### src/rtl/intra_mode_sel_if.sv
// Block/result bus between the prediction sample generator, the bench or host, and intra_mode_sel.
interface intra_mode_sel_if;
  logic         start;
  logic [0:127] pre_sam;
  logic         pre_valid;
  logic [0:127] org_blk;
  logic         busy;
  logic [5:0]   best_mode;
  logic [11:0]  best_cost;
  logic         done;

  modport master (
    output start, pre_sam, pre_valid, org_blk,
    input  busy, best_mode, best_cost, done
  );

  modport slave (
    input  start, pre_sam, pre_valid, org_blk,
    output busy, best_mode, best_cost, done
  );
endinterface

### src/rtl/intra_mode_sel.sv
// 4x4 intra mode decision: 3-stage SAD pipeline over 35 predicted blocks, keeps the min-cost mode.
// Optional macro INTRA_SEL_ANG_BIAS_EN adds a +4 cost bias to angular modes (2..34).
module intra_mode_sel (
  input  logic            clk,
  input  logic            rst,
  intra_mode_sel_if.slave bus
);

  localparam int unsigned NUM_SAMP  = 16;
  localparam int unsigned SAMP_W    = 8;
  localparam int unsigned MODE_W    = 6;
  localparam int unsigned COST_W    = 12;
  localparam int unsigned DRAIN_W   = 2;
  localparam int unsigned LAST_MODE = 34;

  typedef enum logic [1:0] {IDLE, SEARCH, DRAIN, DONE} state_e;

  state_e               state_q, state_d;
  logic [MODE_W-1:0]    mode_cnt_q, mode_cnt_d;
  logic [DRAIN_W-1:0]   drain_cnt_q, drain_cnt_d;
  logic                 busy_q, busy_d;
  logic                 done_q, done_d;
  logic [MODE_W-1:0]    best_mode_q, best_mode_d;
  logic [COST_W-1:0]    best_cost_q, best_cost_d;
  logic                 clr_run;

  logic [SAMP_W-1:0]    ad_q [NUM_SAMP];
  logic [SAMP_W-1:0]    ad_d [NUM_SAMP];
  logic                 s1_vld_q, s1_vld_d;
  logic [MODE_W-1:0]    s1_tag_q, s1_tag_d;
  logic                 s2_vld_q, s2_vld_d;
  logic [MODE_W-1:0]    s2_tag_q, s2_tag_d;
  logic [COST_W-1:0]    s2_cost_q, s2_cost_d;
  logic [MODE_W-1:0]    run_mode_q, run_mode_d;
  logic [COST_W-1:0]    run_cost_q, run_cost_d;
  logic [COST_W-1:0]    sum_c;

  // Control FSM and registered outputs
  always_comb begin
    state_d     = state_q;
    mode_cnt_d  = mode_cnt_q;
    drain_cnt_d = drain_cnt_q;
    busy_d      = busy_q;
    done_d      = 1'b0;
    best_mode_d = best_mode_q;
    best_cost_d = best_cost_q;
    clr_run     = 1'b0;
    case (state_q)
      IDLE: begin
        if (bus.start) begin
          state_d    = SEARCH;
          mode_cnt_d = '0;
          busy_d     = 1'b1;
          clr_run    = 1'b1;
        end
      end
      SEARCH: begin
        if (bus.pre_valid) begin
          mode_cnt_d = mode_cnt_q + MODE_W'(1);
          if (mode_cnt_q == MODE_W'(LAST_MODE)) begin
            state_d     = DRAIN;
            drain_cnt_d = '0;
          end
        end
      end
      DRAIN: begin
        drain_cnt_d = drain_cnt_q + DRAIN_W'(1);
        // Third drain edge: run state settled one edge earlier, latch the result.
        if (drain_cnt_q == DRAIN_W'(2)) begin
          state_d     = DONE;
          busy_d      = 1'b0;
          done_d      = 1'b1;
          best_mode_d = run_mode_q;
          best_cost_d = run_cost_q;
        end
      end
      DONE: begin
        state_d = IDLE;
      end
      default: begin
        state_d = IDLE;
      end
    endcase
  end

  // S1: per-sample absolute differences
  always_comb begin
    for (int k = 0; k < NUM_SAMP; k++) begin
      ad_d[k] = (bus.pre_sam[k*SAMP_W +: SAMP_W] > bus.org_blk[k*SAMP_W +: SAMP_W]) ?
                (bus.pre_sam[k*SAMP_W +: SAMP_W] - bus.org_blk[k*SAMP_W +: SAMP_W]) :
                (bus.org_blk[k*SAMP_W +: SAMP_W] - bus.pre_sam[k*SAMP_W +: SAMP_W]);
    end
    s1_vld_d = (state_q == SEARCH) && bus.pre_valid;
    s1_tag_d = mode_cnt_q;
  end

  // S2: adder tree plus optional angular bias
  always_comb begin
    sum_c = '0;
    for (int k = 0; k < NUM_SAMP; k++) begin
      sum_c = sum_c + COST_W'(ad_q[k]);
    end
    s2_vld_d = s1_vld_q;
    s2_tag_d = s1_tag_q;
`ifdef INTRA_SEL_ANG_BIAS_EN
    s2_cost_d = sum_c + ((s1_tag_q >= MODE_W'(2)) ? COST_W'(4) : COST_W'(0));
`else
    s2_cost_d = sum_c;
`endif
  end

  // S3: strict less-than keeps the lowest mode on ties
  always_comb begin
    run_mode_d = run_mode_q;
    run_cost_d = run_cost_q;
    if (clr_run) begin
      run_mode_d = '0;
      run_cost_d = '1;
    end else if (s2_vld_q && (s2_cost_q < run_cost_q)) begin
      run_mode_d = s2_tag_q;
      run_cost_d = s2_cost_q;
    end
  end

  always_ff @(posedge clk) begin
    if (rst) begin
      state_q     <= IDLE;
      mode_cnt_q  <= '0;
      drain_cnt_q <= '0;
      busy_q      <= 1'b0;
      done_q      <= 1'b0;
      best_mode_q <= '0;
      best_cost_q <= '0;
      s1_vld_q    <= 1'b0;
      s1_tag_q    <= '0;
      s2_vld_q    <= 1'b0;
      s2_tag_q    <= '0;
      s2_cost_q   <= '0;
      run_mode_q  <= '0;
      run_cost_q  <= '1;
    end else begin
      state_q     <= state_d;
      mode_cnt_q  <= mode_cnt_d;
      drain_cnt_q <= drain_cnt_d;
      busy_q      <= busy_d;
      done_q      <= done_d;
      best_mode_q <= best_mode_d;
      best_cost_q <= best_cost_d;
      s1_vld_q    <= s1_vld_d;
      s1_tag_q    <= s1_tag_d;
      s2_vld_q    <= s2_vld_d;
      s2_tag_q    <= s2_tag_d;
      s2_cost_q   <= s2_cost_d;
      run_mode_q  <= run_mode_d;
      run_cost_q  <= run_cost_d;
    end
  end

  // Difference registers carry no control meaning, so they skip reset.
  always_ff @(posedge clk) begin
    ad_q <= ad_d;
  end

  assign bus.busy      = busy_q;
  assign bus.done      = done_q;
  assign bus.best_mode = best_mode_q;
  assign bus.best_cost = best_cost_q;

endmodule

### src/flat_wrapper.sv
// flat-port wrapper written by rule: the top's interface ports become plain ports
module intra_mode_sel_flat 
  (clk, rst, bus_start, bus_pre_sam, bus_pre_valid, bus_org_blk, bus_busy, bus_best_mode, bus_best_cost, bus_done);
  intra_mode_sel_if bus_i ();
  input  logic clk;
  input  logic rst;
  input wire logic [$bits(bus_i.start)-1:0] bus_start;
  input wire logic [$bits(bus_i.pre_sam)-1:0] bus_pre_sam;
  input wire logic [$bits(bus_i.pre_valid)-1:0] bus_pre_valid;
  input wire logic [$bits(bus_i.org_blk)-1:0] bus_org_blk;
  output wire logic [$bits(bus_i.busy)-1:0] bus_busy;
  output wire logic [$bits(bus_i.best_mode)-1:0] bus_best_mode;
  output wire logic [$bits(bus_i.best_cost)-1:0] bus_best_cost;
  output wire logic [$bits(bus_i.done)-1:0] bus_done;
  assign bus_i.start = bus_start;
  assign bus_i.pre_sam = bus_pre_sam;
  assign bus_i.pre_valid = bus_pre_valid;
  assign bus_i.org_blk = bus_org_blk;
  assign bus_busy = bus_i.busy;
  assign bus_best_mode = bus_i.best_mode;
  assign bus_best_cost = bus_i.best_cost;
  assign bus_done = bus_i.done;
  intra_mode_sel u_core (.clk(clk), .rst(rst), .bus(bus_i));
endmodule
### config.mk
export PLATFORM = sky130hd
export DESIGN_NAME = intra_mode_sel_flat
export DESIGN_NICKNAME = d
export VERILOG_FILES = /design/src/rtl/intra_mode_sel_if.sv /design/src/rtl/intra_mode_sel.sv /design/src/flat_wrapper.sv
export SDC_FILE = /design/constraint.sdc
export NUM_CORES = 1
export LEC_CHECK = 0
export ABC_AREA = 1
export BUFFER_PORTS_ARGS = -buffer_cell sky130_fd_sc_hd__buf_2
export CORE_ASPECT_RATIO = 1.75
export CORE_UTILIZATION = 55
export CTS_CLUSTER_DIAMETER = 100
export DETAILED_ROUTE_END_ITERATION = 8
export PLACE_DENSITY = 0.74
export SETUP_SLACK_MARGIN = 0.4
export SYNTH_ARGS = -nofsm -noshare
export SYNTH_HDL_FRONTEND = slang
export SYNTH_SLANG_ARGS = --single-unit
### constraint.sdc
create_clock -name clk -period 8.7 [get_ports clk]
set_input_delay 0.87 -clock clk [delete_from_list [all_inputs] [get_ports clk]]
set_output_delay 0.87 -clock clk [all_outputs]
set_load 0.02 [all_outputs]
* After elaboration in Yosys (flattened, before gate mapping) *
Cells that the tools add are included.

storage, ports and cells
  bits in registers = 202
  bits in latches = 0
  bits in writable memories = 0
  bits in read-only memories = 0
  bits of input ports = 260
  output and inout bits = 20
  word-level logic and storage cells = 152
  memories = 0

operators by class
  add/sub/neg operators = 49
  multiply operators = 0
  div/mod/pow operators = 0
  order comparisons = 17
  equal/unequal tests = 9
  shifts and indexed selects = 0
  mux-type cells = 33
  bitwise gates (word level) = 1
  reduce and logical (&&, ||, !) cells = 13

operators with widths
  kind                                                              count
  8-bit subtractor                                                  32
  12-bit by 8-bit adder with 12-bit output                          14
  8-bit > comparator                                                16
  8-bit 2-to-1 mux                                                  16
  12-bit less-than comparator                                       1
  2-bit 2-to-1 mux                                                  6
  6-bit 2-to-1 mux                                                  2
  6-bit case mux with 2 select lines                                1
  8-bit by 8-bit adder with 9-bit output                            1
  3-bit AND reduction                                               3
  2-bit case mux with 4 select lines                                1
  6-bit by 1-bit adder with 6-bit output (second input constant)    1
  2-bit == test (second input constant)                             3
  6-bit == test (second input constant)                             1
  2-bit nonzero test                                                3
  1-bit 2-to-1 mux                                                  5
  2-bit by 1-bit != test with 1-bit output (second input constant)  2
  2-bit != test (second input constant)                             2
  2-bit case mux with 2 select lines                                1
  4-bit AND reduction                                               1
  2-bit OR reduction                                                2
  2-bit by 1-bit adder with 2-bit output (second input constant)    1
  2-bit by 1-bit == test with 1-bit output (second input constant)  1
  1-bit logical AND                                                 2
  other kinds (4)                                                   4

* Depth between registers and ports, before layout *
Gate-level depths: netlist of run 1.

  word-level depth = 15
  mapped depth = 26
  mapped depth without buffers = 26

* Least setup slack after synthesis of run 1 *
No wires, ideal clock.

  path kind = register to register
  start = register u_core.ad_q[112] (netlist name)
  end = register u_core.s2_cost_q[8]
  library setup time = 113 ps
  data arrival time = 5043 ps
  data required time = 8587 ps
  setup slack = 3545 ps
  cell stages (with the launch flop) = 24
  path buffers = 0
  clock period less this slack = 5155 ps
  cells stage by stage = dfxtp_1 ha_1 inv_1 fa_1 xnor2_1 fa_1 inv_1 fa_1 fa_1 fa_1 fa_1 inv_1 fa_1 ha_1 inv_1 fa_1 inv_1 nand3_1 nand2_1 nand2_1 inv_1 a21oi_1 nor2_1 nor2_1

between the ends
  cells in the longest elaborated chain, start to end = 15

ends and longest elaborated chain
  what                                                    line                   source
  from (decl)                                             intra_mode_sel.sv:27   logic [SAMP_W-1:0] ad_q [NUM_SAMP];
  from (signal assigned)                                  intra_mode_sel.sv:161  ad_q <= ad_d;
  8-bit by 8-bit adder with 9-bit output                  intra_mode_sel.sv:101  sum_c = sum_c + COST_W'(ad_q[k]);
  12-bit by 8-bit adder with 12-bit output (14 in a row)  intra_mode_sel.sv:101
  to (signal assigned)                                    intra_mode_sel.sv:153  s2_cost_q <= s2_cost_d;
  to (decl)                                               intra_mode_sel.sv:33   logic [COST_W-1:0] s2_cost_q, s2_cost_d;

Every way passes these cells.
A chain may end at the register's enable or synchronous reset.

* Final worst setup path of run 1 *
Ends and elaborated chain as after synthesis.

==> impl.org, run 1 <==
** Synth
- Synthesis instantiated 38 different standard cells from the library.
- Average size of a mapped cell :: approximately 7.0 um2
- In the synthesized netlist the dominant register cell turns out to be sky130_fd_sc_hd__dfxtp_1.
- The commonest cells after synthesis are sky130_fd_sc_hd__nand2_1, sky130_fd_sc_hd__inv_1, sky130_fd_sc_hd__ha_1, sky130_fd_sc_hd__dfxtp_1, sky130_fd_sc_hd__a21oi_1.
- Syn nets :: around 3700
- The share of synthesized area in the top cell type comes to 19.5%.
- Fraction of registers with async set or reset after synthesis :: 0%
- The most common cell in the synthesized netlist is sky130_fd_sc_hd__nand2_1.
- Summing every instance area after synthesis gives between 20000 and 25000 um2.
- Yosys warning total :: 0
- Post-synthesis cell type with the largest combined area :: sky130_fd_sc_hd__dfxtp_1
- The synthesized design contains 0 enable-type register cells.
- Sequential cell area fraction in the yosys report :: ~20%
- Yosys attributes the largest share of cell area to sky130_fd_sc_hd__dfxtp_1, sky130_fd_sc_hd__ha_1, sky130_fd_sc_hd__nand2_1, sky130_fd_sc_hd__fa_1, sky130_fd_sc_hd__inv_1.
- In this run, synthesis produced a sequential element count of 202.
- Counting every instance in the synthesized netlist gives 2980.

** Timing
- Headroom to the max-slew limit came out at 40.8%.
- Share of the clock period used by the worst path after layout :: 64.0%
- The clock period could shrink to about 5600 ps.
- Based on the critical path, the design can be clocked at up to ~180 MHz.
- Setup violations remaining at the end of the flow were counted as 0.
- The total count of max-transition violations in the final report came to 0.
- Setup repair after global routing left no endpoint under its margin.
- Final setup skew :: 23.5 ps
- Worst Tran Pin Value :: just under 900 ps
- The hold violation total from the final report was 0.
- Post-route setup TNS :: 0 ps

** Floorplan
- Starting density of the core :: 56.2%
- Area of the die :: 38600 um2
- Standard-cell rows :: 93
- In this run the horizontal extent of the chip is ~150 um.
- The total area inside the core boundary comes to 37000 um2.
- In this run the count of I/O pins placed on the die edge is 280.
- Die boundary height :: 259 um

** Place
- Routability Congestion :: roughly 0.95
- Count of buffers inserted at the top-level ports :: 279
- Placed inst area :: 22500 um2
- Hpwl dp :: ~44000 um

** Layout
- Final Instance Area :: 23100 um2
- Layout cell share with drive strength beyond 1 :: 11.3%
- Layout area overhead :: 11.3%
- Final Net Count :: 3899

** Worst setup path
- Slack of the worst reg-to-reg path :: about 3100 ps
- The critical path in this run is classified as reg -> reg.
- CP Launch Type :: flop
- Maximum single-stage delay on the critical path :: 520 ps
- The largest individual stage delay along the critical path comes from the cell sky130_fd_sc_hd__fa_1.
- In this run the worst path has a maximum fanout of 3.
- Worst setup EP type :: flop
- Cell family with most CP delay :: adder cells
- Worst Path Required :: 9130 ps
- Arrival @ worst endpoint :: about 6000 ps
- Critical Path Most Common Cell :: sky130_fd_sc_hd__fa_1
- The critical path goes through ha_1 -> inv_1 -> fa_1 -> xnor2_1 -> fa_1 -> inv_1 -> fa_1 -> fa_1 -> fa_1 -> fa_1 -> inv_1 -> fa_1 -> ha_1 -> inv_1 -> fa_1 -> inv_1 -> nand3_1 -> nand2_1 -> nand2_1 -> inv_1 -> nand2_1 -> nand3b_1 -> nand2_1 -> nor2_1.
- Buffering stage count on the worst path with inverters included :: 6

** Clock network
- After clock tree synthesis, the clock-pin slew on the worst setup and hold paths is around 60 ps.
- Number of hold buffers added after cts :: 0
- CTS Buf Count :: 20
- Gates resized during post-CTS repair numbered 0.
- The longest clock path from root to sink contains 3 buffers.
- H-tree Lvls :: 1
- Source-to-sink clock delay at the later pin of the worst-skew pair :: 510 ps
- Once the clock tree was built, the setup fixing pass inserted 0 buffers.
- Clock root buffer :: sky130_fd_sc_hd__clkbuf_16
- TritonCTS built the clock tree.
- For this design, the sink count on the clock tree is between 200 and 250.

** Detailed routing
- DRC marker count from the first detailed-route iteration :: 612
- Detailed-route via count :: 18600
- Using the TritonRoute via totals, the vias-per-cell ratio works out to 5.02.
- The count of nets left with antenna violations once routing finished came out at 0.
- For this run, design rule violations remaining after detail routing come to 0.
- Detailed Route WL :: 49900 um
- After detailed routing, the average wire length per cell comes to 13.4 um.
- First drt pass iteration count :: 5

** GRT
- For met2 alone, demand over resource in global routing was 55.6%.
- For met3 alone, demand over resource in global routing was 1.62%.
- The initial antenna violation count came to 4.
- The number of global-route vias before repair came to 18700.
- The total overflow left after global routing is 0.
- GRT Max-Usage Layer :: met2
- Entering global routing, the biggest net connects 31 pins.
- Global routing used 26.3% of the available tracks across all layers.
- Grt met1 use :: 24.2%
- The first global-routing pass estimated 82500 um of wire.

** Hold path
- Class of the most critical hold timing path :: reg -> reg

** Job
- The tool flagged a number of max-cap violations equal to 0.

** Run status
- Status :: finished clean
## layer usage
metal | vias up | routed length [um]
met1 | 8535 | 17400
met3 | 142 | 1200
met5 | - | 0
met4 | 0 | 2470
li1 | 9563 | -
met2 | 383 | 28800
## worst paths after layout
check / to / depth (start not counted) / start
hold / removal: u_core.s2_vld_q / 2 / u_core.s1_vld_q
setup / recovery: u_core.s2_cost_q[8] / 24 / u_core.ad_q[112]
hold reg to reg: u_core.s2_vld_q / 2 / u_core.s1_vld_q
setup reg to reg: u_core.s2_cost_q[8] / 24 / u_core.ad_q[112]
## sequential cells by signal, indices dropped and copies added, names as in the netlist, 2 cells and up
signal / cells
u_core.ad_q: 128
u_core.s2_cost_q: 12
u_core.run_mode_q: 6
u_core.s2_tag_q: 6
u_core.s1_tag_q: 6
u_core.mode_cnt_q: 6
u_core.state_q: 2
u_core.bus.best_mode: 6
u_core.run_cost_q: 12
u_core.bus.best_cost: 12
u_core.drain_cnt_q: 2
## logic make-up (layout without fill, tap and decap cells)
kind of cell             Yosys count  after routing  synth area share, %
AO/OA/AOI/OAI                    386            386                 10.5
AND/OR/NAND/NOR                 1177           1177                 22.7
other                              0              5                    0
flip-flops                       202            202                 19.5
buffers and inverters            694            947                 12.9
adder cells (fa/ha/maj)          419            419                 30.1
XOR/XNOR                         102            102                 4.30
## cell usage in the layout (no fill, tap or decap), types with 2 or more instances in the layout
cell type                     n
sky130_fd_sc_hd__xnor2_1     19
sky130_fd_sc_hd__ha_1       285
sky130_fd_sc_hd__nand2_2     18
sky130_fd_sc_hd__nand3b_1     7
sky130_fd_sc_hd__a21o_1      17
sky130_fd_sc_hd__clkbuf_8     3
sky130_fd_sc_hd__inv_1      616
sky130_fd_sc_hd__inv_2       15
sky130_fd_sc_hd__diode_2      5
sky130_fd_sc_hd__fa_1       134
sky130_fd_sc_hd__o21a_1      32
sky130_fd_sc_hd__nor2_1      88
sky130_fd_sc_hd__nand4_1     21
sky130_fd_sc_hd__o21ai_2     16
sky130_fd_sc_hd__xor2_1      83
sky130_fd_sc_hd__clkinv_2     2
sky130_fd_sc_hd__clkbuf_1     6
sky130_fd_sc_hd__dfxtp_1    202
sky130_fd_sc_hd__nand2_1    904
sky130_fd_sc_hd__nand3_1    134
sky130_fd_sc_hd__o21ai_1     49
sky130_fd_sc_hd__clkbuf_16   21
sky130_fd_sc_hd__a21oi_1    187
sky130_fd_sc_hd__o21ai_0     60
sky130_fd_sc_hd__buf_2      279
sky130_fd_sc_hd__o21bai_1     2
sky130_fd_sc_hd__a21oi_2      2
sky130_fd_sc_hd__a21boi_0    16
## tightest hold or removal path: cells and delay by family, from the launching register on
family	cells	cell delay [ps]
flops	1	300
buf+inv	1	40
simple gates	1	30
## area by class of cell
type	count	area, um2
Inverter	632	2370
Clock inverter	5	58.8
Sequential cell	202	4040
Antenna cell	5	12.5
Fill cell	3508	13900
Timing Repair Buffer	280	1400
Tap cell	475	594
Multi-Input combinational cell	2084	14100
Clock buffer	30	589
## metrics by stage
stage | utilization [%] | worst slack (ps) | hold WS, ps | std cells
2_1_floorplan | - | 3540 | 388 | 2980
6_report | 62.5 | 3130 | 404 | 3713
5_1_grt | 62.5 | 2830 | 418 | 3712
3_5_place_dp | 60.7 | 3200 | 392 | 3673
4_1_cts | 62.5 | 3160 | 405 | 3708
3_3_place_gp | 60.7 | 3270 | 391 | 3673
Power of run 1 is left out: the tool's default activity adds up to more than one toggle a clock period on the data nets, which glitch-free logic cannot reach.
==> inputs of run 2 (changes only) <==
CORE_UTILIZATION = 54   (was 55)
PLACE_DENSITY = 0.75   (was 0.74)
clock period = 4.9 ns   (was 8.7 ns; I/O delays follow)
==> run 2 against run 1 <==
Against the previous run: die area is 1.8% higher; register-to-register slack worse by 3500 ps; hold slack got worse by 100 ps; core utilization decreased by 0.087 points; critical path depth unchanged; sequential share of layout area down 0.31 points; sequential cell count is the same; the flow now finishes with violations (setup timing); largest cell class unchanged; count of clock-buffer cells in the layout decreased by 2; via count up 0.23%.
==> impl.org, run 2 (same netlist as run 1, synthesis figures left out) <==
** Timing
- The hold violation total from the final report was 0 (unchanged).
- The slack of the critical path was -398 ps (-3530 ps).
- The count of final setup violators came to 9 (+9).
- Highest attainable clock frequency :: 189 MHz (+5.2%)
- Unrepaired setup endpoints after global routing :: yes
- The part of the cycle the worst path needs was 108% (+44 points).
- Final setup skew :: 17.6 ps (-5.87 ps)
- The final critical-path required period came to 5300 ps (-274 ps).
- Number of slew-limit violations in the final report :: 0 (unchanged)
- Worst slew margin relative to its limit :: 37.4% (-3.4 points)
- Worst Tran Pin Value :: 939 ps (+50.4 ps)

** Layout
- Leaving out fill and tap cells, the most frequent cell in the layout is sky130_fd_sc_hd__nand2_1.
- The fraction of layout cells with a size suffix above 1 was 13.3% (+2.0 points).
- In the layout the commonest cells are sky130_fd_sc_hd__nand2_1, sky130_fd_sc_hd__inv_1, sky130_fd_sc_hd__ha_1, sky130_fd_sc_hd__buf_2, sky130_fd_sc_hd__dfxtp_1.
- The area of all placed cells without fillers came to 23600 um2 (+1.9%).
- Max FFs per register :: 128 (unchanged)
- Most flop-heavy register :: u_core.ad_q
- Final Net Count :: 3924 (+0.64%)
- Layout area overhead :: 13.4%

** Detailed routing
- The iteration-0 DRC count of the detailed router came to 498 (-19%).
- The number of vias after detailed routing was 18700 (+0.23%).
- First drt pass iteration count :: 5 (unchanged)
- Post-DRT Antenna Nets :: 0 (unchanged)
- The final wirelength was 51000 um (+2.1%).
- Routed wire per std cell :: 13.6 um (+1.3%)
- The average via count per standard cell came to 4.99 (-0.52%).
- Post-route DRC :: 0 (unchanged)

** GRT
- Wire length of the first global-routing pass :: 82900 um (+0.42%)
- Number of global-route vias before repair :: 18900 (+1.2%)
- The overall fraction of global-route tracks in use was 26.2% (-0.082 points).
- Maximum number of pins on one net before global-route repair :: 31 (unchanged)
- The global-route congestion overflow total is 0 (unchanged).
- Antenna violations before repair :: 2 (-2)

** Floorplan
- Placeable core region :: 37800 um2 (+2.0%)
- The placement row count was 94 (+1.1%).
- Starting density of the core :: 55.1% (-1.1 points)
- Number of primary I/O pins :: 280 (unchanged)
- The total die area was 39300 um2 (+1.8%).
- The die boundary width is 150 um (+0.91%).
- The height of the chip came to 262 um (+0.91%).

** Run status
- Status :: finished with violations
- Violations in the final reports :: setup timing

** Place
- The post-detailed-placement half-perimeter wirelength is 44400 um (+1.7%).
- Count of buffers inserted at the top-level ports :: 279 (unchanged)
- Placed inst area :: 22700 um2 (+0.94%)
- The routability-driven placement congestion ratio was 0.944 (-0.87%).

** Clock network
- Clock root buffer :: sky130_fd_sc_hd__clkbuf_16
- CTS Buf Count :: 20 (unchanged)
- The number of clock sinks is 202 (unchanged).
- H-tree Lvls :: 1 (unchanged)
- The clock network latency to the later pin of the worst-skew pair was 510 ps (about the same).
- The maximum clock insertion buffer count is 3 (unchanged).
- Clk slew on worst S/H paths :: 70 ps (about the same)
- CTS tree :: yes
- Number of hold buffers added after cts :: 0 (unchanged)

** Worst setup path
- Type of the worst setup path :: reg -> reg
- Worst Path Required :: 5340 ps (-3790 ps)
- The worst setup path is launched from a flop.
- Arrival @ worst endpoint :: 5740 ps (-260 ps)
- STA classifies the critical path endpoint as a flop.
- The largest fanout of any net on the critical path came to 3 (unchanged).

** Hold path
- The min-delay analysis places its worst path in the category in -> reg.

** Job
- The reported max-cap violation count came to 0 (unchanged).
run 2: cell types whose count changed in the layout (fill, tap and decap cells not counted), sizes merged:
cell / previous run / this run
inv: 633 / 635
clkbuf: 30 / 28
bufinv: 1 / 2
buf: 280 / 305
diode: 5 / 2
run 2: area by class of cell:
type	count	area, um2
repair buffers	305	1600
diodes	2	5.00
clock buffers	28	612
multi-input cells	2084	14200
well taps	480	601
inverters	632	2370
clock inverters	8	104
fillers	3522	14200
flip-flops and latches	202	4050
run 2: through the flow:
| step | hold WS, ps | instances | setup slack, ps | TNS, ps | utilization [%] |
|---|---|---|---|---|---|
| 5_1_grt | 296 | 3741 | -616 | -4370 | 62.4 |
| 3_3_place_gp | 389 | 3696 | -360 | -1860 | 60.1 |
| 6_report | 302 | 3741 | -398 | -2340 | 62.4 |
| 4_1_cts | 286 | 3739 | -375 | -2260 | 62.3 |
| 2_1_floorplan | 388 | 2980 | -173 | -831 | - |
| 3_5_place_dp | 395 | 3696 | -481 | -2640 | 60.1 |
run 2: final timing paths:
path	start	endpoint	slack [ps]	cells past startpoint
hold / removal	bus_start	u_core.bus.busy	300	3
hold reg to reg	u_core.s1_tag_q[1]	u_core.s2_tag_q[1]	400	2
setup / recovery	u_core.ad_q[112]	u_core.s2_cost_q[8]	-400	24
setup reg to reg	u_core.ad_q[112]	u_core.s2_cost_q[8]	-400	24
run 2: what timing repair did:
action,CTS,global route
hold endpoints to repair,0,0
resized for setup,12,12
endpoints found under the setup margin,9,10
buffers inserted,7,0
pin swaps,6,1
run 2: worst max-delay path, cell delays in order (launching register included):
cell and delay (ps):
sky130_fd_sc_hd__dfxtp_2 350, sky130_fd_sc_hd__ha_4 140, sky130_fd_sc_hd__inv_2 40, sky130_fd_sc_hd__fa_2 370
sky130_fd_sc_hd__xnor2_2 160, sky130_fd_sc_hd__fa_1 480, sky130_fd_sc_hd__inv_1 50, sky130_fd_sc_hd__fa_1 450
sky130_fd_sc_hd__fa_1 520, sky130_fd_sc_hd__fa_1 430, sky130_fd_sc_hd__fa_1 490, sky130_fd_sc_hd__inv_1 50
sky130_fd_sc_hd__fa_1 520, sky130_fd_sc_hd__ha_4 140, sky130_fd_sc_hd__inv_2 40, sky130_fd_sc_hd__fa_2 370
sky130_fd_sc_hd__inv_2 80, sky130_fd_sc_hd__nand3_2 60, sky130_fd_sc_hd__nand2_2 120, sky130_fd_sc_hd__nand2_2 60
sky130_fd_sc_hd__inv_2 60, sky130_fd_sc_hd__nand2_1 50, sky130_fd_sc_hd__nand3b_1 70, sky130_fd_sc_hd__nand2_1 50
sky130_fd_sc_hd__nor2_1 110
run 2: per-layer routing:
| metal | share of wire [%] | vias to the layer above | global-route usage (%) |
|---|---|---|---|
| li1 | - | 9600 | - |
| met1 | 34 | 8553 | 22.6 |
| met2 | 59 | 359 | 56.6 |
| met3 | 2.3 | 154 | 1.95 |
| met4 | 5.5 | 0 | 13.6 |
| met5 | 0 | - | 0 |
Power of run 2 is left out for the same reason.
==> inputs of run 3 (changes only) <==
CORE_ASPECT_RATIO = unset   (was 1.75)
==> run 3 against run 2 <==
Against the previous run: the run still ends with setup timing left; design area hardly changed; global-route usage is 1.4 points lower; sequential cell count stayed put; critical path depth stayed put; clock skew down 1.5 ps; routed wire length is 5.2% lower; cell count increased by 0.70%; via count down 0.43%; hold slack worse by 27 ps; die area about the same; register-to-register slack is essentially flat; sequential share of layout area about the same; critical endpoint unchanged.
==> impl.org, run 3 (same netlist as run 1, synthesis figures left out) <==
** Worst setup path
- The critical path's largest stage delay was 530 ps (about the same).
- Cell Chain, Critical Path :: ha_4 -> inv_2 -> fa_2 -> xnor2_2 -> fa_1 -> inv_1 -> fa_1 -> fa_1 -> fa_1 -> fa_1 -> inv_1 -> fa_1 -> ha_4 -> inv_2 -> fa_2 -> inv_2 -> nand3_2 -> nand2_4 -> nand2_2 -> inv_2 -> nand2_1 -> nand3b_1 -> nand2_1 -> nor2_1
- Critical Path Most Common Cell :: sky130_fd_sc_hd__fa_1
- Maximum fanout encountered on the critical timing path :: 3 (unchanged)
- The worst setup path is launched from a flop.
- Worst setup EP type :: flop
- Cell count of the worst reg-to-reg path :: 24 (unchanged)
- The required time of the worst setup path is 5350 ps (about the same).
- Arrival @ worst endpoint :: 5760 ps (+20 ps)
- The setup path with the least slack is of type reg -> reg.
- Library cell contributing the largest single delay on the critical path :: sky130_fd_sc_hd__fa_1

** GRT
- Antenna violations before repair :: 0 (-2)
- The overall fraction of global-route tracks in use came to 24.8% (-1.4 points).
- The global-route congestion overflow total came to 0 (unchanged).
- The largest net degree at the start of global routing is 31 (unchanged).
- Wire length of the first global-routing pass :: 80700 um (-2.7%)
- Number of global-route vias before repair :: 18000 (-4.9%)

** Floorplan
- DIE WIDTH :: 198 um (+32%)
- Placeable core region :: 37800 um2 (about the same)
- Starting density of the core :: 55.0% (about the same)
- The height of the chip came to 198 um (-24%).
- The placement row count came to 71 (-24%).
- The I/O pin count is 280 (unchanged).
- The total die area came to 39300 um2 (about the same).

** Detailed routing
- DRC marker count from the first detailed-route iteration :: 823 (+65%)
- Detailed-route via count :: 18600 (-0.43%)
- The average via count per standard cell is 4.93 (-1.1%).
- Post-DRT Antenna Nets :: 0 (unchanged)
- The number of design rule violations left after detail routing came to 0 (unchanged).
- The total iterations of the first detailed-routing run was 5 (unchanged).
- The final wirelength came to 48300 um (-5.2%).
- Routed wire per std cell :: 12.8 um (-5.8%)

** Clock network
- Clock root buffer :: sky130_fd_sc_hd__clkbuf_16
- Source-to-sink clock delay at the later pin of the worst-skew pair :: 520 ps (about the same)
- The maximum clock insertion buffer count was 3 (unchanged).
- The depth of the CTS H-tree was 1 (unchanged).
- The number of clock sinks is 202 (unchanged).
- CTS Buf Count :: 23 (+15%)
- CTS tree :: yes
- The clock transition at the registers of the reported paths came to 60 ps (about the same).
- Number of hold buffers added after cts :: 0 (unchanged)

** Timing
- Unrepaired setup endpoints after global routing :: yes
- Worst slew margin relative to its limit :: 29.0% (-8.4 points)
- Worst-case setup margin in the final layout :: -410 ps (-11.8 ps)
- The slew of the pin with the lowest slew margin was 1060 ps (+125 ps).
- The largest clock skew in the final design came to 16.2 ps (-1.45 ps).
- Final setup violation count :: 9 (unchanged)
- Share of the clock period used by the worst path after layout :: 108% (+0.24 points)
- Highest attainable clock frequency :: 188 MHz (-0.22%)
- The total count of max-transition violations in the final report is 0 (unchanged).
- The hold violation total from the final report is 0 (unchanged).
- Final critical-path required period :: 5310 ps (+11.8 ps)

** Place
- Hpwl dp :: 41100 um (-7.4%)
- The routability-driven placement congestion ratio is 0.929 (-1.6%).
- The number of port buffers was 279 (unchanged).
- The total placed cells including tap cells came to 3725 (+0.78%).

** Hold path
- The hold-critical path depth came to 3 (unchanged).
- Class of the most critical hold timing path :: in -> reg

** Run status
- The final reports fail on setup timing.
- The flow ran to the end, but the final reports show violations.

** Layout
- The register with the most flip-flops in the final layout is u_core.ad_q.
- The library cell used most frequently in the layout, excluding fill and tap cells, is sky130_fd_sc_hd__nand2_1.
- Max FFs per register :: 128 (unchanged)
- The fraction of layout cells with a size suffix above 1 came to 13.2% (-0.11 points).
- Leaving out fill and tap cells, the most frequent cells in the layout are sky130_fd_sc_hd__nand2_1, sky130_fd_sc_hd__inv_1, sky130_fd_sc_hd__ha_1, sky130_fd_sc_hd__buf_2, sky130_fd_sc_hd__dfxtp_1.
- The layout-stage area growth over the synthesis result was 13.5% (about the same).
- Count of non-filler cells in the finished layout :: 3767 (+0.70%)
- Diode insertion count for antenna repair :: 0 (-2)
- The net count of the finished layout came to 3919 (-0.13%).

** Job
- The reported max-cap violation count came to 0 (unchanged).
==> run 3: layer usage <==
layer  GRT usage, %  vias up  share of wire [%]
met5              0        -                  0
met4           4.71        0                1.5
met3           1.81       58                3.6
met2           45.0      404                 49
met1           32.2     8515                 46
li1               -     9608                  -
==> run 3: worst paths after layout <==
path / startpoint / to / slack [ps]
max: u_core.ad_q[112] / u_core.s2_cost_q[8] / -410
min: bus_pre_valid / u_core.s1_vld_q / 280
max reg2reg: u_core.ad_q[112] / u_core.s2_cost_q[8] / -410
min reg2reg: u_core.s1_tag_q[3] / u_core.s2_tag_q[3] / 400
==> run 3: cell type report <==
type	instances	area (um2)
multi-input combinational	2084	14200
clock inverter	14	145
timing repair buffer	297	1530
fill	3490	14200
tap	511	639
sequential	202	4050
inverter	632	2370
clock buffer	27	621
==> run 3: stage by stage <==
step           setup TNS [ps]  util [%]  cell area [um2]  hold WS, ps  worst slack (ps)
3_3_place_gp            -2090      60.1            22700          394              -346
2_1_floorplan            -831         -            20900          388              -173
5_1_grt                 -4180      62.5            23600          271              -588
6_report                -2570      62.5            23600          275              -410
4_1_cts                 -2400      62.3            23500          260              -396
3_5_place_dp            -2800      60.1            22700          395              -432
==> run 3: critical path, delay by kind of cell (launching register included) <==
kind                       cells  cell delay (ps)
buffers and inverters          6              300
xor gates and xnor gates       1              160
and+or+nand+nor                7              520
DFF                            1              350
adders and majority gates     10             3940
==> run 3: timing repair <==
action                                  in CTS  in global routing
pin swaps                                    8                  5
setup buffers                                1                  0
resized for setup                            9                 15
endpoints found under the setup margin       9                 10
gates cloned                                 0                  0
Power of run 3 is left out for the same reason.
